## config.mk

```make
export PLATFORM = sky130hd
export DESIGN_NAME = du_dump_receiver_flat
export DESIGN_NICKNAME = d
export VERILOG_FILES = /design/src/rtl/du_dump_receiver_pkg.sv /design/src/rtl/du_dump_receiver_if.sv /design/src/rtl/du_dump_receiver_uart_rx.sv /design/src/rtl/du_dump_receiver.sv /design/src/flat_wrapper.sv
export SDC_FILE = /design/constraint.sdc
export NUM_CORES = 1
export LEC_CHECK = 0
export ABC_CLOCK_PERIOD_IN_PS = 2050
export CORE_MARGIN = 2
export CORE_UTILIZATION = 35
export DETAILED_ROUTE_END_ITERATION = 7
export DONT_BUFFER_PORTS = 1
export PLACE_DENSITY_LB_ADDON = 0.3
export SKIP_CTS_REPAIR_TIMING = 1
export SLEW_MARGIN = 20
export SYNTH_ARGS = -nofsm -noshare
export SYNTH_HDL_FRONTEND = slang
export SYNTH_HIERARCHICAL = 1
export SYNTH_SLANG_ARGS = --single-unit
```

## constraint.sdc

```tcl
create_clock -name i_clock -period 2.05 [get_ports i_clock]
set_input_delay 0.1025 -clock i_clock [delete_from_list [all_inputs] [get_ports i_clock]]
set_output_delay 0.1025 -clock i_clock [all_outputs]
set_load 0.005 [all_outputs]
```

## src/rtl/du_dump_receiver_pkg.sv

```systemverilog
// Shared widths and receiver state encoding for the debug-dump receiver.
package du_dump_receiver_pkg;

  localparam int NB_DATA_DEF   = 32;  // reassembled word width
  localparam int NB_BYTE_DEF   = 8;   // UART data bits per character
  localparam int NB_STATE      = 2;   // width of the RX state encoding
  localparam int TICKS_PER_BIT = 16;  // 16x oversampling
  localparam int TICK_MID      = 7;   // 8th tick: middle of the start bit

  typedef enum logic [NB_STATE-1:0] {
    ST_IDLE  = 2'd0,
    ST_START = 2'd1,
    ST_DATA  = 2'd2,
    ST_STOP  = 2'd3
  } rx_state_t;

endpackage

```

## src/rtl/du_dump_receiver_if.sv

```systemverilog
// Serial line in, reassembled words and status out.
// master: the side driving the serial line and consuming words.
// slave : the receiver itself.
interface du_dump_receiver_if #(
  parameter int NB_DATA  = 32,
  parameter int NB_INDEX = 2
);
  logic                i_uart_rx_data;
  logic [NB_DATA-1:0]  o_word;
  logic                o_word_valid;
  logic [NB_INDEX-1:0] o_word_index;
  logic                o_frame_done;
  logic                o_frame_error;
  logic                o_busy;

  modport master (
    output i_uart_rx_data,
    input  o_word, o_word_valid, o_word_index, o_frame_done, o_frame_error, o_busy
  );

  modport slave (
    input  i_uart_rx_data,
    output o_word, o_word_valid, o_word_index, o_frame_done, o_frame_error, o_busy
  );
endinterface

```

## src/rtl/du_dump_receiver_uart_rx.sv

```systemverilog
// 8N1 UART receiver with 16x oversampling: tick generator, line
// synchronizer and IDLE/START/DATA/STOP state machine.
module du_dump_receiver_uart_rx
  import du_dump_receiver_pkg::*;
#(
  parameter int NB_BYTE       = NB_BYTE_DEF,
  parameter int CLKS_PER_TICK = 650
) (
  input  logic               i_clock,
  input  logic               i_reset,
  input  logic               i_rx,
  output logic [NB_BYTE-1:0] o_byte,
  output logic               o_byte_valid,
  output logic               o_stop_error,
  output logic               o_busy
);

  localparam int NB_TICK    = (CLKS_PER_TICK > 1) ? $clog2(CLKS_PER_TICK) : 1;
  localparam int NB_BIT_IDX = (NB_BYTE > 1) ? $clog2(NB_BYTE) : 1;
  localparam logic [NB_TICK-1:0]    TICK_LAST = NB_TICK'(CLKS_PER_TICK - 1);
  localparam logic [NB_BIT_IDX-1:0] BIT_LAST  = NB_BIT_IDX'(NB_BYTE - 1);
  localparam logic [3:0]            S_MID     = 4'(TICK_MID);
  localparam logic [3:0]            S_LAST    = 4'(TICKS_PER_BIT - 1);

  logic [NB_TICK-1:0]    tick_cnt_reg;
  logic                  tick;
  logic [1:0]            sync_reg;
  logic                  rx_sync;
  rx_state_t             state_reg;
  logic [3:0]            s_reg;
  logic [NB_BIT_IDX-1:0] n_reg;
  logic [NB_BYTE-1:0]    shift_reg;
  logic [NB_BYTE-1:0]    byte_reg;
  logic                  byte_valid_reg;
  logic                  stop_error_reg;
  logic                  busy_reg;

  assign tick    = (tick_cnt_reg == TICK_LAST);
  assign rx_sync = sync_reg[1];

  // Free-running oversampling tick divider.
  always_ff @(posedge i_clock or negedge i_reset) begin
    if (!i_reset)  tick_cnt_reg <= '0;
    else if (tick) tick_cnt_reg <= '0;
    else           tick_cnt_reg <= tick_cnt_reg + 1'b1;
  end

  // Two-flop synchronizer; idles high so reset never looks like a start bit.
  always_ff @(posedge i_clock or negedge i_reset) begin
    if (!i_reset) sync_reg <= 2'b11;
    else          sync_reg <= {sync_reg[0], i_rx};
  end

  // RX state machine; all outputs registered, pulses last one clock.
  always_ff @(posedge i_clock or negedge i_reset) begin
    if (!i_reset) begin
      state_reg      <= ST_IDLE;
      s_reg          <= '0;
      n_reg          <= '0;
      shift_reg      <= '0;
      byte_reg       <= '0;
      byte_valid_reg <= 1'b0;
      stop_error_reg <= 1'b0;
      busy_reg       <= 1'b0;
    end else begin
      byte_valid_reg <= 1'b0;
      stop_error_reg <= 1'b0;
      case (state_reg)
        ST_IDLE: begin
          if (!rx_sync) begin
            state_reg <= ST_START;
            s_reg     <= '0;
            busy_reg  <= 1'b1;
          end
        end
        ST_START: begin
          if (tick) begin
            if (s_reg == S_MID) begin
              if (!rx_sync) begin
                state_reg <= ST_DATA;
                s_reg     <= '0;
                n_reg     <= '0;
              end else begin
                // Start bit did not survive to mid-bit: treat as a glitch.
                state_reg <= ST_IDLE;
                busy_reg  <= 1'b0;
              end
            end else begin
              s_reg <= s_reg + 1'b1;
            end
          end
        end
        ST_DATA: begin
          if (tick) begin
            if (s_reg == S_LAST) begin
              s_reg     <= '0;
              shift_reg <= {rx_sync, shift_reg[NB_BYTE-1:1]};
              if (n_reg == BIT_LAST) state_reg <= ST_STOP;
              else                   n_reg     <= n_reg + 1'b1;
            end else begin
              s_reg <= s_reg + 1'b1;
            end
          end
        end
        ST_STOP: begin
          if (tick) begin
            if (s_reg == S_LAST) begin
              // Decide at mid stop bit so a back-to-back start is still caught.
              state_reg <= ST_IDLE;
              busy_reg  <= 1'b0;
              if (rx_sync) begin
                byte_reg       <= shift_reg;
                byte_valid_reg <= 1'b1;
              end else begin
                stop_error_reg <= 1'b1;
              end
            end else begin
              s_reg <= s_reg + 1'b1;
            end
          end
        end
        default: begin
          state_reg <= ST_IDLE;
          busy_reg  <= 1'b0;
        end
      endcase
    end
  end

  assign o_byte       = byte_reg;
  assign o_byte_valid = byte_valid_reg;
  assign o_stop_error = stop_error_reg;
  assign o_busy       = busy_reg;

endmodule

```

## src/rtl/du_dump_receiver.sv

```systemverilog
// Debug-dump receiver: packs received bytes MSB-first into words and
// tracks each word's position inside the N_WORDS dump frame.
module du_dump_receiver
  import du_dump_receiver_pkg::*;
#(
  parameter int NB_DATA       = NB_DATA_DEF,
  parameter int NB_BYTE       = NB_BYTE_DEF,
  parameter int CLKS_PER_TICK = 650,
  parameter int N_WORDS       = 4,
  parameter int NB_INDEX      = 2
) (
  input  logic                i_clock,
  input  logic                i_reset,
  du_dump_receiver_if.slave   bus
);

  localparam int BYTES_PER_WORD = NB_DATA / NB_BYTE;
  localparam int NB_BCNT        = (BYTES_PER_WORD > 1) ? $clog2(BYTES_PER_WORD) : 1;
  localparam logic [NB_BCNT-1:0]  BCNT_LAST = NB_BCNT'(BYTES_PER_WORD - 1);
  localparam logic [NB_INDEX-1:0] WCNT_LAST = NB_INDEX'(N_WORDS - 1);

  logic [NB_BYTE-1:0]         rx_byte;
  logic                       rx_byte_valid;
  logic                       rx_stop_error;
  logic                       rx_busy;

  // Only the low bytes are kept: the final byte of a word completes it.
  logic [NB_DATA-NB_BYTE-1:0] acc_reg;
  logic [NB_BCNT-1:0]         byte_cnt_reg;
  logic [NB_INDEX-1:0]        word_cnt_reg;
  logic [NB_DATA-1:0]         word_reg;
  logic [NB_INDEX-1:0]        word_idx_reg;
  logic                       word_valid_reg;
  logic                       frame_done_reg;
  logic                       frame_error_reg;

  du_dump_receiver_uart_rx #(
    .NB_BYTE       (NB_BYTE),
    .CLKS_PER_TICK (CLKS_PER_TICK)
  ) u_uart_rx (
    .i_clock      (i_clock),
    .i_reset      (i_reset),
    .i_rx         (bus.i_uart_rx_data),
    .o_byte       (rx_byte),
    .o_byte_valid (rx_byte_valid),
    .o_stop_error (rx_stop_error),
    .o_busy       (rx_busy)
  );

  // Byte-to-word assembly and frame position counter.
  always_ff @(posedge i_clock or negedge i_reset) begin
    if (!i_reset) begin
      acc_reg         <= '0;
      byte_cnt_reg    <= '0;
      word_cnt_reg    <= '0;
      word_reg        <= '0;
      word_idx_reg    <= '0;
      word_valid_reg  <= 1'b0;
      frame_done_reg  <= 1'b0;
      frame_error_reg <= 1'b0;
    end else begin
      word_valid_reg  <= 1'b0;
      frame_done_reg  <= 1'b0;
      frame_error_reg <= 1'b0;
      if (rx_stop_error) begin
        // Resynchronise to a fresh frame; the last good word stays visible.
        byte_cnt_reg    <= '0;
        word_cnt_reg    <= '0;
        frame_error_reg <= 1'b1;
      end else if (rx_byte_valid) begin
        if (byte_cnt_reg == BCNT_LAST) begin
          word_reg       <= {acc_reg, rx_byte};
          word_idx_reg   <= word_cnt_reg;
          word_valid_reg <= 1'b1;
          byte_cnt_reg   <= '0;
          if (word_cnt_reg == WCNT_LAST) begin
            frame_done_reg <= 1'b1;
            word_cnt_reg   <= '0;
          end else begin
            word_cnt_reg <= word_cnt_reg + 1'b1;
          end
        end else begin
          acc_reg      <= {acc_reg[NB_DATA-2*NB_BYTE-1:0], rx_byte};
          byte_cnt_reg <= byte_cnt_reg + 1'b1;
        end
      end
    end
  end

  assign bus.o_word        = word_reg;
  assign bus.o_word_valid  = word_valid_reg;
  assign bus.o_word_index  = word_idx_reg;
  assign bus.o_frame_done  = frame_done_reg;
  assign bus.o_frame_error = frame_error_reg;
  assign bus.o_busy        = rx_busy;

endmodule
```

## src/flat_wrapper.sv

```systemverilog
// flat-port wrapper written by rule: the top's interface ports become plain ports
module du_dump_receiver_flat import du_dump_receiver_pkg::*;
#(
  parameter int NB_DATA       = NB_DATA_DEF,
  parameter int NB_BYTE       = NB_BYTE_DEF,
  parameter int CLKS_PER_TICK = 650,
  parameter int N_WORDS       = 4,
  parameter int NB_INDEX      = 2
)
  (i_clock, i_reset, bus_i_uart_rx_data, bus_o_word, bus_o_word_valid, bus_o_word_index, bus_o_frame_done, bus_o_frame_error, bus_o_busy);
  du_dump_receiver_if #(.NB_DATA(NB_DATA), .NB_INDEX(NB_INDEX)) bus_i ();
  input  logic i_clock;
  input  logic i_reset;
  input wire logic [$bits(bus_i.i_uart_rx_data)-1:0] bus_i_uart_rx_data;
  output wire logic [$bits(bus_i.o_word)-1:0] bus_o_word;
  output wire logic [$bits(bus_i.o_word_valid)-1:0] bus_o_word_valid;
  output wire logic [$bits(bus_i.o_word_index)-1:0] bus_o_word_index;
  output wire logic [$bits(bus_i.o_frame_done)-1:0] bus_o_frame_done;
  output wire logic [$bits(bus_i.o_frame_error)-1:0] bus_o_frame_error;
  output wire logic [$bits(bus_i.o_busy)-1:0] bus_o_busy;
  assign bus_i.i_uart_rx_data = bus_i_uart_rx_data;
  assign bus_o_word = bus_i.o_word;
  assign bus_o_word_valid = bus_i.o_word_valid;
  assign bus_o_word_index = bus_i.o_word_index;
  assign bus_o_frame_done = bus_i.o_frame_done;
  assign bus_o_frame_error = bus_i.o_frame_error;
  assign bus_o_busy = bus_i.o_busy;
  du_dump_receiver #(.NB_DATA(NB_DATA), .NB_BYTE(NB_BYTE), .CLKS_PER_TICK(CLKS_PER_TICK), .N_WORDS(N_WORDS), .NB_INDEX(NB_INDEX)) u_core (.i_clock(i_clock), .i_reset(i_reset), .bus(bus_i));
endmodule
```

==> results.cfg <==
[sta]
final-hold-violation-count = 105
final_number_of_setup_violating_endpoints = 0
fin_hold_ws_ps = -546.2
post-route-period-util_pct = 95.71
max_clock_freq_mhz = 509.7
finalCriticalPeriod_ps = 1962
max-slew-margin-rel_pct = 67.71
fin_skew_ps = 6.111
max_slew_violation_count = 0
tightestPinTransition_ps = 482.1

[yosys]
synth_largest_area_cell = dfrtp_1
synth.yosys.seq_area_share_pct = 60.54
syn-num-nets = 314
cell_with_the_most_instances_after_synthesis = dfrtp_1
area_of_the_mapped_netlist_um2 = 4344
synth.cells.most_frequent = dfrtp_1, mux2_2, nor2_1
number_of_enable_type_register_cells_in_the_synthesized_netlist = 0
synthesized_area_per_cell_um2 = 14.34
number_of_warnings_issued_by_yosys = 6
synth_largest_type_area_fraction_pct = 59.33
synth-seq-cells = 105
postSynthCellCount = 303
ys_types = 54
synth_top_flop_cell = dfrtp_1
synth_area_leaders = dfrtp_1, mux2_2, ha_1
synth_async_sr_flop_share_pct = 100.0

[die]
die_width_um = 115.4
die_h_um = 115.4
start_util_pct = 36.02
ios = 41
rows = 40
core_region_area_um2 = 12060
dieArea_um2 = 13320

[placement]
dp_hpwl_um = 4458
dp.cells = 470
gp_congestion = 0.8161
portBuffers = 0
place_area_um2 = 4581

[power]
ir_drop_v = 0.0003534
power.share.switching_pct = 19.33
power_frac_clock_pct = 45.8
internal_power_mw = 3.096
switch_pwr_mw = 0.7417
cellLeakagePower_nw = 2.469
portion_of_total_power_attributed_to_combinational_logic_pct = 0.1
cellPowerDensity_nw_per_um2 = 779.6
seq_power_share_pct = 54.1

[critical_path]
worstPathMaxFanout = 4
worstRegToRegCells = 4
cp_data_required_time_ps = 2280
worstSetupEndpoint = u_core/u_uart_rx/s_reg[2]$_DFFE_PN0P_
timing.rr.end = u_core/u_uart_rx/s_reg[2]$_DFFE_PN0P_
critPathLaunch = u_core/u_uart_rx/tick_cnt_reg[6]$_DFF_PN0_
rrSetupSlack_ps = 90
cp-end-kind = register
timing.setup.critical_path_class = reg2reg
worstSetupStartpointType = register
timing.critical_path.arrival_ps = 2190
reg2reg_from = u_core/u_uart_rx/tick_cnt_reg[6]$_DFF_PN0_

[cells_and_area]
final_nets = 325
instances_no_fill = 487
fill_cells = 1093
area_growth_syn_to_layout_pct = 13.31
diodes = 0
largest_reg_flops = 32
stdcell_area_um2 = 4922
proportion_of_layout_cells_with_a_drive_suffix_above_1_pct = 35.42

[clock_tree]
clk_pin_slew_worst_paths_ps = 70
cts_tree = yes
clock_insertion_delay_worst_skew_ps = 340
number_of_cts_inserted_buffers = 9
buffer_type_at_the_clock_tree_root = clkbuf_16
clock_tree.htree_level_count = 3
clock_path_buffers = 2
clock-sinks = 105

[routing]
wl_met1_um = 3008
antenna_violating_nets_post_route = 0
topRoutingLayerUsed = met4
avgViaCountPerCell = 4.825
via_count = 2350
met2_routed_wl_um = 3160
remaining_drc_errors = 0
postRouteWirelength_um = 6685
route.met3.wl_um = 424
post_drt_wl_per_cell_um = 13.73
first_pass_iters = 4
drt-initial-drc-count = 188

[outcome]
run_status = complete, but fails checks
failed_checks = negative hold slack

[grt]
maximum_number_of_pins_on_one_net_before_global_route_repair = 106
grt_pass1_vias = 2332
grt_antenna_before_repair = 0
grt_first_pass_wirelength_um = 11470
global_route.overflow_total = 0
gr-usage-all-layers_pct = 10.82

[worst_hold_path]
hold_path_class = in2async

[job]
drv_cap = 0
==> cell families (layout without fill, tap and decap cells) <==
| kind of cell | after synthesis | in the layout | synth area share (%) |
|---|---|---|---|
| mux | 79 | 79 | 20.36 |
| fa+ha+maj | 8 | 8 | 2.304 |
| simple gates | 57 | 57 | 7.720 |
| buf+inv | 20 | 36 | 2.736 |
| compound gates | 26 | 26 | 4.724 |
| xor+xnor | 8 | 8 | 1.613 |
| flops | 105 | 105 | 60.54 |
==> layout make-up <==
class | instances | area (um2) | area share [%]
Clock buffer | 11 | 252.7 | 5.135
Clock inverter | 5 | 62.56 | 1.271
Inverter | 6 | 22.52 | 0.4575
Multi-Input combinational cell | 178 | 1610 | 32.71
Sequential cell | 105 | 2631 | 53.46
Tap cell | 168 | 210.2 | 4.270
Timing Repair Buffer | 14 | 132.6 | 2.694
==> how the worst min path moves through the flow <==
stage                                             end  cells after the start  slack [ps]     from
finish              u_core/bus.o_word[23]$_DFFE_PN0P_                      0        -550  i_reset
detailed placement  u_core/bus.o_word[23]$_DFFE_PN0P_                      0        -190  i_reset
CTS                    u_core/acc_reg[10]$_DFFE_PN0P_                      0        -560  i_reset
global placement    u_core/bus.o_word[31]$_DFFE_PN0P_                      0        -190  i_reset
floorplan               u_core/acc_reg[0]$_DFFE_PN0P_                      0        -190  i_reset
global route        u_core/bus.o_word[22]$_DFFE_PN0P_                      0        -570  i_reset
==> through the flow <==
step	utilization (%)	TNS, ps	power, mW	setup slack [ps]	hold slack (ps)
3_3_place_gp	37.98	0	2.119	124.0	-191.1
5_1_grt	40.81	-3.633	4.010	-3.633	-574.4
2_1_floorplan	-	0	2.118	46.31	-193.1
6_report	40.81	0	3.838	87.96	-546.2
4_1_cts	40.59	0	3.898	81.56	-562.7
3_5_place_dp	37.98	0	2.119	84.43	-191.0
==> cells in the final DEF (no fill, tap or decap), types with 6 or more instances in the layout <==
master       n
nand2_1     10
clkbuf_16    9
dfrtp_1    102
a21oi_1      7
buf_4       11
inv_1        6
mux2_2      71
nor2_1      14
nand3_1      6
ha_1         8
==> power by group through the flow <==
stage	sequential [mW]	clock (mW)	combinational, mW
2_1_floorplan	2.11	0	0.00354
3_3_place_gp	2.12	0	0.00155
3_5_place_dp	2.12	0	0.00158
4_1_cts	2.08	1.82	0.00158
5_1_grt	2.08	1.93	0.00410
6_report	2.08	1.76	0.00364
==> per-layer routing <==
| metal | up-vias | track usage (%) |
|---|---|---|
| met5 | - | 0 |
| met4 | 0 | 4.096 |
| met3 | 10 | 4.446 |
| met2 | 48 | 16.41 |
| met1 | 1190 | 13.89 |
| li1 | 1102 | - |
==> worst max-delay path, stage by stage, from the launching register on <==
cell and delay (ps):
dfrtp_1 410, or3b_1 420, or3_1 340, a221o_1 390, a211o_1 290
Note: power is estimated with default switching activity, not from simulation.
